### src/rtl/multisim_stream_pkg.sv
// Shared types and helpers for the multisim stream blocks.
// Holds the output-stage state encoding and the occupancy-counter width rule.
package multisim_stream_pkg;

    typedef enum logic [0:0] {
        IDLE = 1'b0,
        SEND = 1'b1
    } stream_state_e;

    // An occupancy counter must represent 0..depth inclusive.
    function automatic int count_width(input int depth);
        return $clog2(depth) + 1;
    endfunction

endpackage

### src/rtl/multisim_sync_fifo.sv
// Synchronous FIFO with registered occupancy count; DEPTH must be a power of two.
// Pointers wrap naturally, and rdata always shows the current head entry.
module multisim_sync_fifo
    import multisim_stream_pkg::*;
#(
    parameter int DATA_WIDTH = 8,
    parameter int DEPTH      = 4
) (
    input  logic                          clk,
    input  logic                          rst,
    input  logic                          push,
    input  logic                          pop,
    input  logic [DATA_WIDTH-1:0]         wdata,
    output logic [DATA_WIDTH-1:0]         rdata,
    output logic                          full,
    output logic                          empty,
    output logic [count_width(DEPTH)-1:0] count
);

    localparam int PW = $clog2(DEPTH);
    localparam int CW = count_width(DEPTH);
    localparam logic [CW-1:0] DEPTH_C = CW'(DEPTH);

    logic [DATA_WIDTH-1:0] mem_r [DEPTH];
    logic [PW-1:0]         wptr_r;
    logic [PW-1:0]         rptr_r;
    logic [CW-1:0]         count_r;
    logic                  do_push;
    logic                  do_pop;

    assign do_push = push && !full;
    assign do_pop  = pop && !empty;
    assign full    = (count_r == DEPTH_C);
    assign empty   = (count_r == {CW{1'b0}});
    assign count   = count_r;
    assign rdata   = mem_r[rptr_r];

    // Pointer and occupancy bookkeeping.
    always_ff @(posedge clk) begin
        if (rst) begin
            wptr_r  <= {PW{1'b0}};
            rptr_r  <= {PW{1'b0}};
            count_r <= {CW{1'b0}};
        end else begin
            if (do_push) begin
                wptr_r <= wptr_r + PW'(1);
            end
            if (do_pop) begin
                rptr_r <= rptr_r + PW'(1);
            end
            case ({do_push, do_pop})
                2'b10:   count_r <= count_r + CW'(1);
                2'b01:   count_r <= count_r - CW'(1);
                default: count_r <= count_r;
            endcase
        end
    end

    // Storage is data only, so it is left out of reset.
    always_ff @(posedge clk) begin
        if (do_push) begin
            mem_r[wptr_r] <= wdata;
        end
    end

endmodule

### src/rtl/multisim_stream_downsizer.sv
// Wide-to-narrow stream downsizer: buffers input words in a FIFO and emits each
// word as RATIO beats, least-significant slice first, with last on the final beat.
module multisim_stream_downsizer
    import multisim_stream_pkg::*;
#(
    parameter int OUT_WIDTH  = 8,
    parameter int RATIO      = 8,
    parameter int FIFO_DEPTH = 4
) (
    input  logic                               clk,
    input  logic                               rst,
    input  logic                               in_vld,
    output logic                               in_rdy,
    input  logic [OUT_WIDTH*RATIO-1:0]         in_data,
    output logic                               out_vld,
    input  logic                               out_rdy,
    output logic [OUT_WIDTH-1:0]               out_data,
    output logic                               out_last,
    output logic [count_width(FIFO_DEPTH)-1:0] fifo_count
);

    localparam int IN_WIDTH = OUT_WIDTH * RATIO;
    localparam int BW       = (RATIO > 1) ? $clog2(RATIO) : 1;
    localparam logic [BW-1:0] LAST_BEAT = BW'(RATIO - 1);

    stream_state_e         state_r;
    stream_state_e         state_next;
    logic [BW-1:0]         beat_r;
    logic [BW-1:0]         beat_next;
    logic [IN_WIDTH-1:0]   word_r;
    logic [IN_WIDTH-1:0]   fifo_rdata;
    logic                  fifo_full;
    logic                  fifo_empty;
    logic                  push;
    logic                  pop;
    logic                  is_last;

    // in_rdy looks only at the registered FIFO count, never at out_rdy.
    assign in_rdy = !rst && !fifo_full;
    assign push   = in_vld && in_rdy;

    multisim_sync_fifo #(
        .DATA_WIDTH (IN_WIDTH),
        .DEPTH      (FIFO_DEPTH)
    ) u_fifo (
        .clk   (clk),
        .rst   (rst),
        .push  (push),
        .pop   (pop),
        .wdata (in_data),
        .rdata (fifo_rdata),
        .full  (fifo_full),
        .empty (fifo_empty),
        .count (fifo_count)
    );

    assign is_last = (beat_r == LAST_BEAT);

    // Output-stage next state, beat advance and FIFO pop decision.
    always_comb begin
        state_next = state_r;
        beat_next  = beat_r;
        pop        = 1'b0;
        case (state_r)
            IDLE: begin
                if (!fifo_empty) begin
                    pop        = 1'b1;
                    beat_next  = {BW{1'b0}};
                    state_next = SEND;
                end else begin
                    state_next = IDLE;
                end
            end
            SEND: begin
                if (out_rdy) begin
                    if (!is_last) begin
                        beat_next = beat_r + BW'(1);
                    end else if (!fifo_empty) begin
                        // Chain straight into the next word without a bubble.
                        pop        = 1'b1;
                        beat_next  = {BW{1'b0}};
                        state_next = SEND;
                    end else begin
                        beat_next  = {BW{1'b0}};
                        state_next = IDLE;
                    end
                end else begin
                    beat_next = beat_r;
                end
            end
            default: begin
                beat_next  = {BW{1'b0}};
                state_next = IDLE;
            end
        endcase
    end

    // Output-stage state, beat counter and held word.
    always_ff @(posedge clk) begin
        if (rst) begin
            state_r <= IDLE;
            beat_r  <= {BW{1'b0}};
            word_r  <= {IN_WIDTH{1'b0}};
        end else begin
            state_r <= state_next;
            beat_r  <= beat_next;
            if (pop) begin
                word_r <= fifo_rdata;
            end else begin
                word_r <= word_r;
            end
        end
    end

    assign out_vld  = (state_r == SEND);
    assign out_last = out_vld && is_last;
    assign out_data = out_vld ? word_r[int'(beat_r) * OUT_WIDTH +: OUT_WIDTH]
                              : {OUT_WIDTH{1'b0}};

endmodule

### config.mk
export PLATFORM = sky130hd
export DESIGN_NAME = multisim_stream_downsizer
export DESIGN_NICKNAME = d
export VERILOG_FILES = /design/src/rtl/multisim_stream_pkg.sv /design/src/rtl/multisim_sync_fifo.sv /design/src/rtl/multisim_stream_downsizer.sv
export SDC_FILE = /design/constraint.sdc
export NUM_CORES = 1
export LEC_CHECK = 0
export ABC_AREA = 1
export BUFFER_PORTS_ARGS = -buffer_cell sky130_fd_sc_hd__buf_2
export CAP_MARGIN = 25
export CORE_MARGIN = 2
export CORE_UTILIZATION = 37
export CTS_CLUSTER_SIZE = 8
export DETAILED_ROUTE_END_ITERATION = 12
export GPL_TIMING_DRIVEN = 1
export SYNTH_ARGS = -nofsm -noshare
export SYNTH_HDL_FRONTEND = slang
export SYNTH_SLANG_ARGS = --single-unit
export TNS_END_PERCENT = 5
### constraint.sdc
create_clock -name clk -period 3.5 [get_ports clk]
set_input_delay 0.175 -clock clk [delete_from_list [all_inputs] [get_ports clk]]
set_output_delay 0.175 -clock clk [all_outputs]
set_load 0.1 [all_outputs]
==> run summary <==
The run finished with clean final reports. Leaving out fill and tap cells, the most frequent cell in the layout is nand2_1. Between clock sinks in the finished design, the worst skew comes to 0.01465 ns. The critical path required time came out at 3.32 ns.

The sum of net half-perimeters after detailed placement came out at 19.47 mm. The H-tree depth came out at 2. The average footprint of a synthesized cell came out at 8.782 um2. The number of filler cells placed in the layout came out at 3,756.

The worst endpoint data arrival time came out at 2.72 ns. The static leakage came out at 7.600 nW. The clock net sink count is 331. The worst-skew pair later-pin latency came out at 0.55 ns. Counting the buffers created by CTS gives 47.

The type of the worst setup path is register to output port. The number of nets in the synthesized netlist came out at 1,727. TritonCTS built the clock tree. The final critical-path required period came out at 2.890 ns. The total global routing track utilization is 15.56%.

The area added between synthesis and finish is 19.56%. The number of vias per cell after detailed routing came out at 4.339. The mapped cell area came out at 14,500 um2.

The clock slew seen by the registers of the worst setup and hold paths came out at 0.05 ns. Counting along the longest clock path gives a buffer depth of 3. The warning count from the yosys run is 0. The number of standard cells after synthesis is 1,651. The share of the yosys chip area belonging to registers is 63.38%. For this design the ratio of total power to cell area is 772.2 nW/um2. The routed layout has 10,179 vias. The number of DRC markers in iteration 0 is 498. The area of the multi-input gates came out at 4061 um2.

The capturing element type of the critical path is an output port. In this run the vertical extent of the chip is 202.0 um. The initial antenna violation count is 0. The combined flip-flop and latch cell area came out at 9194 um2. For this configuration, the core starts out at a cell density of 37.52%. After detailed routing, the number of remaining DRC violations is 0. In the layout the commonest cells are nand2_1 (548), nor2_1 (407), edfxtp_1 (256).

The iteration count of the initial detailed-routing pass came out at 4. CTS placed an instance of clkbuf_16 at the clock tree root. The category of the worst setup path launch point is a register. Static timing analysis puts the maximum clock frequency at 346.0 MHz. Across the run, the number of max-cap violations was 0. The average wire per cell in the routed design came out at 13.31 um. The number of inserted diodes is 0. The delay contributed by the slowest stage of the critical path is 0.49 ns.

The die covers 40,790 um2. The final core utilization is 44.86%. The slew at the pin with the worst max-slew slack came out at 0.9129 ns. Setup violations remaining at the end of the flow were counted as 0. The count of pins on the block boundary came out at 82. IR analysis of the VDD net gives a maximum drop of 0.4731 mV.

The final count of pins violating max slew is 0. The core region is 38,650 um2. The ratio of final minimum period to clock period came out at 82.57%.

Setup repair after global routing left no endpoint under its margin. In this run the worst path has a maximum fanout of 33. Row generation in the floorplan step produced 72 rows.

The first-pass GRT wire length is 50.80 mm. Traced cell by cell, the critical path runs through buf_4 -> inv_1 -> nand2_1 -> nand3_1 -> nand3_1 -> nand2_1 -> nor2_1 -> buf_2. The count of cell types in the netlist came out at 20.

The count of nets left with antenna violations once routing finished came out at 0. The pin count of the biggest net entering global routing came out at 85. The final weighted congestion in routability-driven placement is 0.8543. For this design, the slowest cell found on the critical path is buf_2. Post-CTS timing repair inserted 0 buffers for setup.

The total wire length is 31.23 mm. The min-delay analysis places its worst path in the category primary input to register. Setup total negative slack on the finished layout was measured at 0 ns. The final net count is 1,865. The final global-route overflow total is 0. The number of failing hold endpoints at the final stage came out at 0. Headroom to the max-slew limit came out at 39.07%. In this run the horizontal extent of the chip is 202.0 um. Synthesis inferred 331 register bits. The number of global-route vias before repair came out at 9,667. The fraction of layout cells with a size suffix above 1 is 8.972%. Summing all placed instances gives a cell area of 15,280 um2. The cell area after layout is 17,340 um2.

The number of I/O port buffers is 81.
cells in the mapped netlist:
library cell	n	share of area, %
buf_4	11	0.57
ha_1	7	0.60
edfxtp_1	256	53
nand3_1	47	1.6
buf_6	13	1.0
dfxtp_1	75	10
inv_1	209	5.4
buf_2	42	1.4
a21oi_1	7	0.24
o21ai_1	1	0.034
a31oi_1	1	0.043
nand2_1	548	14
nand2_2	1	0.043
nand3_2	1	0.069
clkbuf_1	12	0.31
inv_2	4	0.10
fa_1	1	0.14
nand4_1	1	0.043
o21ai_0	3	0.10
nor2_1	411	11
power breakdown:
part	internal (mW)	total, mW	switching (mW)
Sequential	4.79	5.04	0.252
Combinational	1.23	4.14	2.91
Clock	2.60	4.21	1.60
registers in the layout (all words and copies together), names as in the netlist:
register	flops
beat_r	3
out_vld	1
u_fifo.count	3
u_fifo.mem_r	256
u_fifo.rptr_r	2
u_fifo.wptr_r	2
word_r	64
metrics by stage:
step	power [mW]	setup slack [ns]	hold slack [ns]	instances
2_1_floorplan	8.429	-0.1516	0.2739	1651
3_3_place_gp	9.177	0.9218	0.3888	2192
3_5_place_dp	9.241	0.8990	0.3931	2192
4_1_cts	13.56	0.5817	0.04266	2346
5_1_grt	14.35	0.4088	0.07945	2346
6_report	13.39	0.6100	0.06783	2346
area by class of cell:
| class | count | area share, % |
|---|---|---|
| clock inverter | 2 | 0.1444 |
| tap | 518 | 3.739 |
| sequential | 331 | 53.03 |
| timing repair buffer | 167 | 7.160 |
| clock buffer | 86 | 7.874 |
| multi-input combinational | 1029 | 23.43 |
| inverter | 213 | 4.619 |
timing repair:
action,in CTS,in global routing
hold buffers,66,0
resized for setup,0,0
endpoints found under the hold margin,262,0
worst max-delay path, delay by kind of cell (launching register included):
kind / cells / cell delay [ns]
buffers and inverters: 3 / 1.11
DFF: 1 / 0.33
and+or+nand+nor: 5 / 0.72
layer usage:
| metal | track usage [%] | vias to the layer above | share of wire, % |
|---|---|---|---|
| met5 | 0 | - | 0 |
| met4 | 3.992 | 0 | 1.7 |
| met3 | 2.951 | 44 | 4.3 |
| met2 | 25.86 | 157 | 47 |
| met1 | 20.96 | 4651 | 47 |
| li1 | - | 5327 | - |
path summary, 6_finish.rpt:
path	start	endpoint	slack (ns)	cells after the start
worst max-delay path	beat_r[0]$_SDFFE_PP0P_	out_data[5]	0.61	8
worst min-delay path	out_rdy	beat_r[0]$_SDFFE_PP0P_	0.07	4
worst max register to register	beat_r[2]$_SDFFE_PP0P_	u_fifo.count[2]$_SDFFE_PP0P_	0.86	14
worst min register to register	u_fifo.count[0]$_SDFFE_PP0P_	u_fifo.count[0]$_SDFFE_PP0P_	0.51	1
cell families after synthesis:
group	after synthesis	share of synthesized area, %
AO/OA/AOI/OAI	12	0.4228
AND/OR/NAND/NOR	1009	26.61
flip-flops	331	63.38
buffers and inverters	291	8.854
adder cells (fa/ha/maj)	8	0.7421
(Power assumes the default switching activity.)
